[src/rtl/mult_arb_pkg.sv]
// mult_arb_pkg: FSM state and grant encodings shared by the multiplier arbiter.
package mult_arb_pkg;
  typedef enum logic [1:0] {IDLE, EXEC, DONE} arb_state_t;
  localparam logic GNT_R0 = 1'b0;
  localparam logic GNT_R1 = 1'b1;
endpackage

[src/rtl/multiplicador.sv]
// multiplicador: combinational unsigned multiplier with upper-half overflow flag.
module multiplicador #(
  parameter int BIT = 4
) (
  input  logic [BIT-1:0]   num1,
  input  logic [BIT-1:0]   num2,
  output logic [2*BIT-1:0] Result,
  output logic             OFLOW
);
  assign Result = {{BIT{1'b0}}, num1} * {{BIT{1'b0}}, num2};
  assign OFLOW  = |Result[2*BIT-1:BIT];
endmodule

[src/rtl/mult_arbiter.sv]
// mult_arbiter: round-robin sharing of one multiplicador between two requesters.
module mult_arbiter
  import mult_arb_pkg::*;
#(
  parameter int BIT = 4
) (
  input  logic             clk,
  input  logic             rst,
  input  logic             req0,
  input  logic [BIT-1:0]   a0,
  input  logic [BIT-1:0]   b0,
  input  logic             req1,
  input  logic [BIT-1:0]   a1,
  input  logic [BIT-1:0]   b1,
  output logic             ack0,
  output logic             ack1,
  output logic [2*BIT-1:0] result,
  output logic             oflow,
  output logic             busy
);
  arb_state_t state;
  logic grant, last_grant, win, ovf;
  logic [BIT-1:0] opa, opb;
  logic [2*BIT-1:0] prod;
  // on a tie the requester that was not served last goes next
  always_comb win = (req0 && req1) ? ~last_grant : (req1 ? GNT_R1 : GNT_R0);
  multiplicador #(.BIT(BIT)) u_mul (
    .num1(opa),
    .num2(opb),
    .Result(prod),
    .OFLOW(ovf)
  );
  always_ff @(posedge clk) begin
    if (rst) begin
      state      <= IDLE;
      ack0       <= 1'b0;
      ack1       <= 1'b0;
      busy       <= 1'b0;
      result     <= '0;
      oflow      <= 1'b0;
      grant      <= GNT_R0;
      last_grant <= GNT_R1;
      opa        <= '0;
      opb        <= '0;
    end else begin
      case (state)
        IDLE: if (req0 || req1) begin
          grant <= win;
          opa   <= (win == GNT_R1) ? a1 : a0;
          opb   <= (win == GNT_R1) ? b1 : b0;
          busy  <= 1'b1;
          state <= EXEC;
        end
        EXEC: begin
          result <= prod;
          oflow  <= ovf;
          ack0   <= (grant == GNT_R0);
          ack1   <= (grant == GNT_R1);
          state  <= DONE;
        end
        DONE: begin
          ack0       <= 1'b0;
          ack1       <= 1'b0;
          busy       <= 1'b0;
          last_grant <= grant;
          state      <= IDLE;
        end
        default: state <= IDLE;
      endcase
    end
  end
endmodule

[config.mk]
export PLATFORM = sky130hd
export DESIGN_NAME = mult_arbiter
export DESIGN_NICKNAME = d
export VERILOG_FILES = /design/src/rtl/mult_arb_pkg.sv /design/src/rtl/multiplicador.sv /design/src/rtl/mult_arbiter.sv
export SDC_FILE = /design/constraint.sdc
export NUM_CORES = 1
export LEC_CHECK = 0
export ABC_CLOCK_PERIOD_IN_PS = 3400
export CAP_MARGIN = 20
export CORE_MARGIN = 3
export CORE_UTILIZATION = 53
export CTS_BUF_LIST = sky130_fd_sc_hd__clkbuf_2
export CTS_CLUSTER_DIAMETER = 100
export CTS_CLUSTER_SIZE = 14
export DETAILED_ROUTE_END_ITERATION = 10
export PLACE_DENSITY = 0.82
export SKIP_LAST_GASP = 1
export SYNTH_ARGS = -nofsm -noshare
export SYNTH_HDL_FRONTEND = slang
export SYNTH_SLANG_ARGS = --single-unit
[constraint.sdc]
create_clock -name clk -period 3.4 [get_ports clk]
set_input_delay 1.02 -clock clk [delete_from_list [all_inputs] [get_ports clk]]
set_output_delay 1.02 -clock clk [all_outputs]
set_load 0.1 [all_outputs]
After elaboration in Yosys (flattened, before gate mapping)
Index checks and enable logic that the tools add are counted.
{"block": "totals", "ff_bits": 24, "output_inout_bits": 12, "wordCells": 34}
{"block": "op_classes", "multipliers": 1, "n_eq_ne": 3, "muxes": 10, "n_bitwise": 2, "reduce_logical": 8}
{"cell": "$mul 4x4->8", "n": 1}
{"cell": "$mux 4", "n": 2}
{"cell": "$pmux 1 s2", "n": 3}
{"cell": "$pmux 2 s2", "n": 1}
{"cell": "$reduce_and 2->1", "n": 2}
{"cell": "$reduce_bool 2->1", "n": 2}
{"cell": "$reduce_or 4->1", "n": 1}
{"cell": "$mux 1", "n": 3}
{"cell": "$eq 2x1->1 const B", "n": 1}
{"cell": "$eq 2x2->1 const B", "n": 1}
{"cell": "$logic_not 2->1", "n": 1}
{"cell": "$mux 2", "n": 1}
{"cell": "$ne 2x2->1 const B", "n": 1}
{"cell": "$not 1->1", "n": 2}
{"cell": "$logic_and 1x1->1", "n": 1}
{"cell": "$logic_or 1x1->1", "n": 1}

Longest topological paths before layout
{"block": "logic_depth", "word_depth": 3, "ltp_mapped": 9, "depth_no_buf": 9}

Modules after synthesis
From an unflattened synthesis, not the netlist that was laid out.
{"block": "hier_totals", "hier_cells": 162, "hier_area_um2": 1537.7}
{"module": "mult_arbiter", "n_inst": 1, "cells_each": 110, "area_per_inst_um2": 1073.5, "seq_area_each_um2": 480.5}
{"module": "multiplicador", "n_inst": 1, "cells_each": 52, "area_per_inst_um2": 464.2, "seq_area_each_um2": 0.0}

Worst setup path before layout
Ideal clock, no wire load.
{"block": "synth_path", "kind": "flip-flop to flip-flop", "from": "register opb[3]", "to": "register oflow", "setup_ps": 135, "arrival_ps": 2682, "required_time_ps": 3265, "path_slack_ps": 583, "stages_incl_launch_ff": 10, "path_cell_list": "dfxtp_1 -> nand2_1 -> fa_1 -> inv_1 -> fa_1 -> fa_1 -> and3_1 -> or3_1 -> nand2_1 -> a41oi_1"}
{"block": "synth_between", "elab_chain_cells": 2}
{"item": "start: declaration", "line_no": "mult_arbiter.sv:23", "rtl": "logic [BIT-1:0] opa, opb;"}
{"item": "start signal: assignment", "line_no": "mult_arbiter.sv:50", "rtl": "opb <= (win == GNT_R1) ? b1 : b0;"}
{"item": "$mul 4x4->8", "line_no": "multiplicador.sv:10", "rtl": "assign Result = {{BIT{1'b0}}, num1} * {{BIT{1'b0}}, num2};"}
{"item": "$reduce_or 4->1", "line_no": "multiplicador.sv:11", "rtl": "assign OFLOW = |Result[2*BIT-1:BIT];"}
{"item": "end signal: assignment", "line_no": "mult_arbiter.sv:56", "rtl": "oflow <= ovf;"}
{"item": "end: declaration", "line_no": "mult_arbiter.sv:18", "rtl": "output logic oflow,"}
No other way between the ends.
A chain may end at the register's enable or synchronous reset.

Final worst setup path
Ends and elaborated chain as after synthesis.

==> flow_metrics.env <==
export IMPL_floorplan_io_pins=32
export IMPL_pwr_share_clk_pct=15.2
export IMPL_die_width_microns=60.3
export IMPL_timing_clock_skew_ns=0.0196
export IMPL_fraction_of_power_consumed_by_sequential_logic_pct=46.8
export IMPL_syn_inst=159
export IMPL_final_min_period_over_clock_period_pct=88.2
export IMPL_dieArea_sq_um=3640
export IMPL_max_slew_margin_pct=59.0
export IMPL_timing_setup_tns_ns=0
export IMPL_hold_path_endpoint="result[0]$_SDFFE_PP0N_"
export IMPL_leading_post_synthesis_cells_by_cell_area="dfxtp_1 31%, ha_1 13%, mux2i_1 7.7%"
export IMPL_routed_wirelength_microns=3070
export IMPL_r2r_setup_slack_ns=0.40
export IMPL_grt_overflow_total=0
export IMPL_antenna_cells=0
export IMPL_ys_seq_elements=24
export IMPL_number_of_global_route_vias_before_repair=1150
export IMPL_cts_resized_gates=0
export IMPL_detailroute_via_count=1228
export IMPL_grt_antenna_before_repair=0
export IMPL_quantity_of_hold_fixing_buffers_added_after_cts=0
export IMPL_synth_cell_types=41
export IMPL_syn_nets=199
export IMPL_worst_r2r_endpoint="oflow$_SDFFE_PP0N_"
export IMPL_timing_critical_path_required_ns=3.63
export IMPL_fin_crit_ns=3.00
export IMPL_detailed_place_hpwl_microns=2520
export IMPL_synth_top_area_share_pct=30.7
export IMPL_share_of_final_layout_standard_cells_stronger_than_drive_strength_1_pct=17.4
export IMPL_cell_taking_the_most_area_after_synthesis="dfxtp_1"
export IMPL_final_max_slew_viols=0
export IMPL_critPathMaxFanout=5
export IMPL_report_final_setup_viol=0
export IMPL_synth_edff_count=0
export IMPL_transition_at_the_pin_with_the_smallest_max_transition_slack_ns=0.612
export IMPL_status="complete, no violations"
export IMPL_drt_pre_antenna_iters=4
export IMPL_gp_congestion=0.735
export IMPL_final_cell_mix="24 x dfxtp_1, 19 x clkdlybuf4s50_1, 16 x ha_1"
export IMPL_power_switching_share_pct=38.6
export IMPL_max_freq_mhz=334
export IMPL_detailed_route_drc_error_count=0
export IMPL_floorplan_initialDensity_pct=56.2
export IMPL_ir_drop_uv=301
export IMPL_clk_transition_reported_paths_ns=0.22
export IMPL_pin_count_of_the_biggest_net_entering_global_routing=18
export IMPL_buffer_ports_inserted=31
export IMPL_final_core_util_pct=66.9
export IMPL_final_common_cell="dfxtp_1"
export IMPL_ys_seq_area_share_pct=30.7
export IMPL_cts_buffers_inserted=3
export IMPL_drtIter0Drc=44
export IMPL_cts_path_max_buffers=2
export IMPL_synth_area_sq_um=1560
export IMPL_htree_levels=1
export IMPL_internal_power_mw=0.437
export IMPL_grt_total_usage_pct=18.9
export IMPL_final_net_count=231
export IMPL_clock_latency_late_sink_ns=0.34
export IMPL_vias_per_cell=5.56
export IMPL_postCtsSetupBuffers=0
export IMPL_grt_pass1_wl_microns=5090
export IMPL_critical_path_arrival_ns=3.22
export IMPL_timing_reg2reg_worst_path_depth=9
export IMPL_min_from="result[0]$_SDFFE_PP0N_"
export IMPL_critical_path_class="register to register"
export IMPL_min_path_cells=2
export IMPL_r2r_start="opb[3]$_SDFFE_PP0P_"
export IMPL_synth_yosys_warnings=0
export IMPL_critical_path_endpoint_type="register"
export IMPL_postSynth_topFlopCell="dfxtp_1"
export IMPL_n_fill_cell=225
export IMPL_timing_final_hold_violations=0
export IMPL_synth_async_sr_flop_share_pct=0
export IMPL_clock_sink_count=24
export IMPL_path_category_of_the_worst_min_delay_check="register to register"
export IMPL_p_sw_mw=0.274
export IMPL_power_density_cell_area_nw_per_um2=382
export IMPL_post_synth_cell_area_avg_sq_um=9.84
export IMPL_cellLeakagePower_nw=0.821
export IMPL_floorplan_rows=19
export IMPL_cts_tree="yes"
export IMPL_maxcap_viol_count=0
export IMPL_wl_per_cell_microns=13.9
export IMPL_cp_start_kind="register"
export IMPL_cts_root_buffer="clkbuf_2"
export IMPL_floorplan_core_area_sq_um=2780
export IMPL_final_antenna_net_count=0
export IMPL_fp_dieH_microns=60.3
export IMPL_comb_power_share_pct=38.0
export IMPL_grt_setup_unrepaired="false"
export IMPL_area_growth_syn_to_layout_pct=19.0
-- power by group through the flow --
stage / registers [mW] / logic (mW) / clock network (mW)
floorplan: 0.404 / 0.145 / 0
global placement: 0.336 / 0.265 / 0
detailed placement: 0.339 / 0.271 / 0
CTS: 0.333 / 0.272 / 0.114
global route: 0.338 / 0.293 / 0.123
finish: 0.333 / 0.270 / 0.108
-- worst max-delay path: stages (launching register included) --
cell and delay (ns):
dfxtp_1 0.45, nand2_1 0.10, fa_1 0.54, inv_1 0.06, fa_1 0.53, fa_1 0.46
and3_1 0.19, or3_1 0.36, nand2_1 0.08, a41oi_1 0.12
-- worst max-delay path by stage --
| stage | startpoint | to | slack, ns |
|---|---|---|---|
| after floorplan | opb[3]$_SDFFE_PP0P_ | oflow$_SDFFE_PP0N_ | 0.58 |
| after global placement | opb[3]$_SDFFE_PP0P_ | oflow$_SDFFE_PP0N_ | 0.52 |
| after detailed placement | opb[3]$_SDFFE_PP0P_ | oflow$_SDFFE_PP0N_ | 0.44 |
| after CTS | opb[3]$_SDFFE_PP0P_ | oflow$_SDFFE_PP0N_ | 0.40 |
| after global routing | opb[3]$_SDFFE_PP0P_ | oflow$_SDFFE_PP0N_ | 0.28 |
| final | opb[3]$_SDFFE_PP0P_ | oflow$_SDFFE_PP0N_ | 0.40 |
-- layout make-up --
type	instances	area [sq um]	share of cell area, %
Inverter	4	15.0	0.806
Clock inverter	1	3.75	0.202
Tap cell	31	38.8	2.08
Sequential cell	24	480	25.8
Clock buffer	3	15.0	0.806
Timing Repair Buffer	33	295	15.9
Multi-Input combinational cell	125	1010	54.4
-- state kept, by name, summed over array words and instances (netlist names) --
signal	cells
ack0	1
last_grant	1
ack1	1
opa	4
busy	1
grant	1
opb	4
oflow	1
result	8
state	2
-- cells by family after synthesis --
kind of cell             count (synthesis)  share of synthesized area [%]
buffers and inverters                   10                           4.48
multiplexers                            12                           7.68
XOR/XNOR                                 1                          0.560
adder cells (fa/ha/maj)                 20                           17.9
flip-flops                              24                           30.7
AO/OA/AOI/OAI                           33                           18.0
AND/OR/NAND/NOR                         59                           20.6
-- layer usage --
layer | up-vias | global-route usage [%] | share of wire, %
li1 | 624 | - | -
met1 | 576 | 23.7 | 42
met4 | 0 | 8.23 | 1.9
met2 | 21 | 32.4 | 52
met3 | 7 | 2.38 | 3.5
met5 | - | 0 | 0
-- metrics by stage --
stage                     cell area [sq um]  total power, mW  hold WS [ns]  worst slack, ns  cells
after floorplan                        1560            0.549         0.475            0.583    159
after global placement                 1840            0.601         0.459            0.525    217
after detailed placement               1840            0.610         0.459            0.438    217
after CTS                              1860            0.719         0.485            0.402    221
after global routing                   1860            0.755         0.509            0.278    221
final                                  1860            0.711         0.485            0.402    221
-- cells in the mapped netlist, types with 2 or more instances --
library cell  instances
a211oi_2              8
mux2i_1              12
nand2b_1              8
inv_1                 4
dfxtp_1              24
fa_1                  4
nand3_1               3
a21oi_1               9
nor3_1                2
nor2_2                3
o21bai_1              2
clkbuf_1              2
buf_6                 2
nor2_1               14
ha_1                 16
nand2_1               7
nor2b_1               2
o21ai_0               2
and2_1               13
Power figures use the tool's default switching activity.
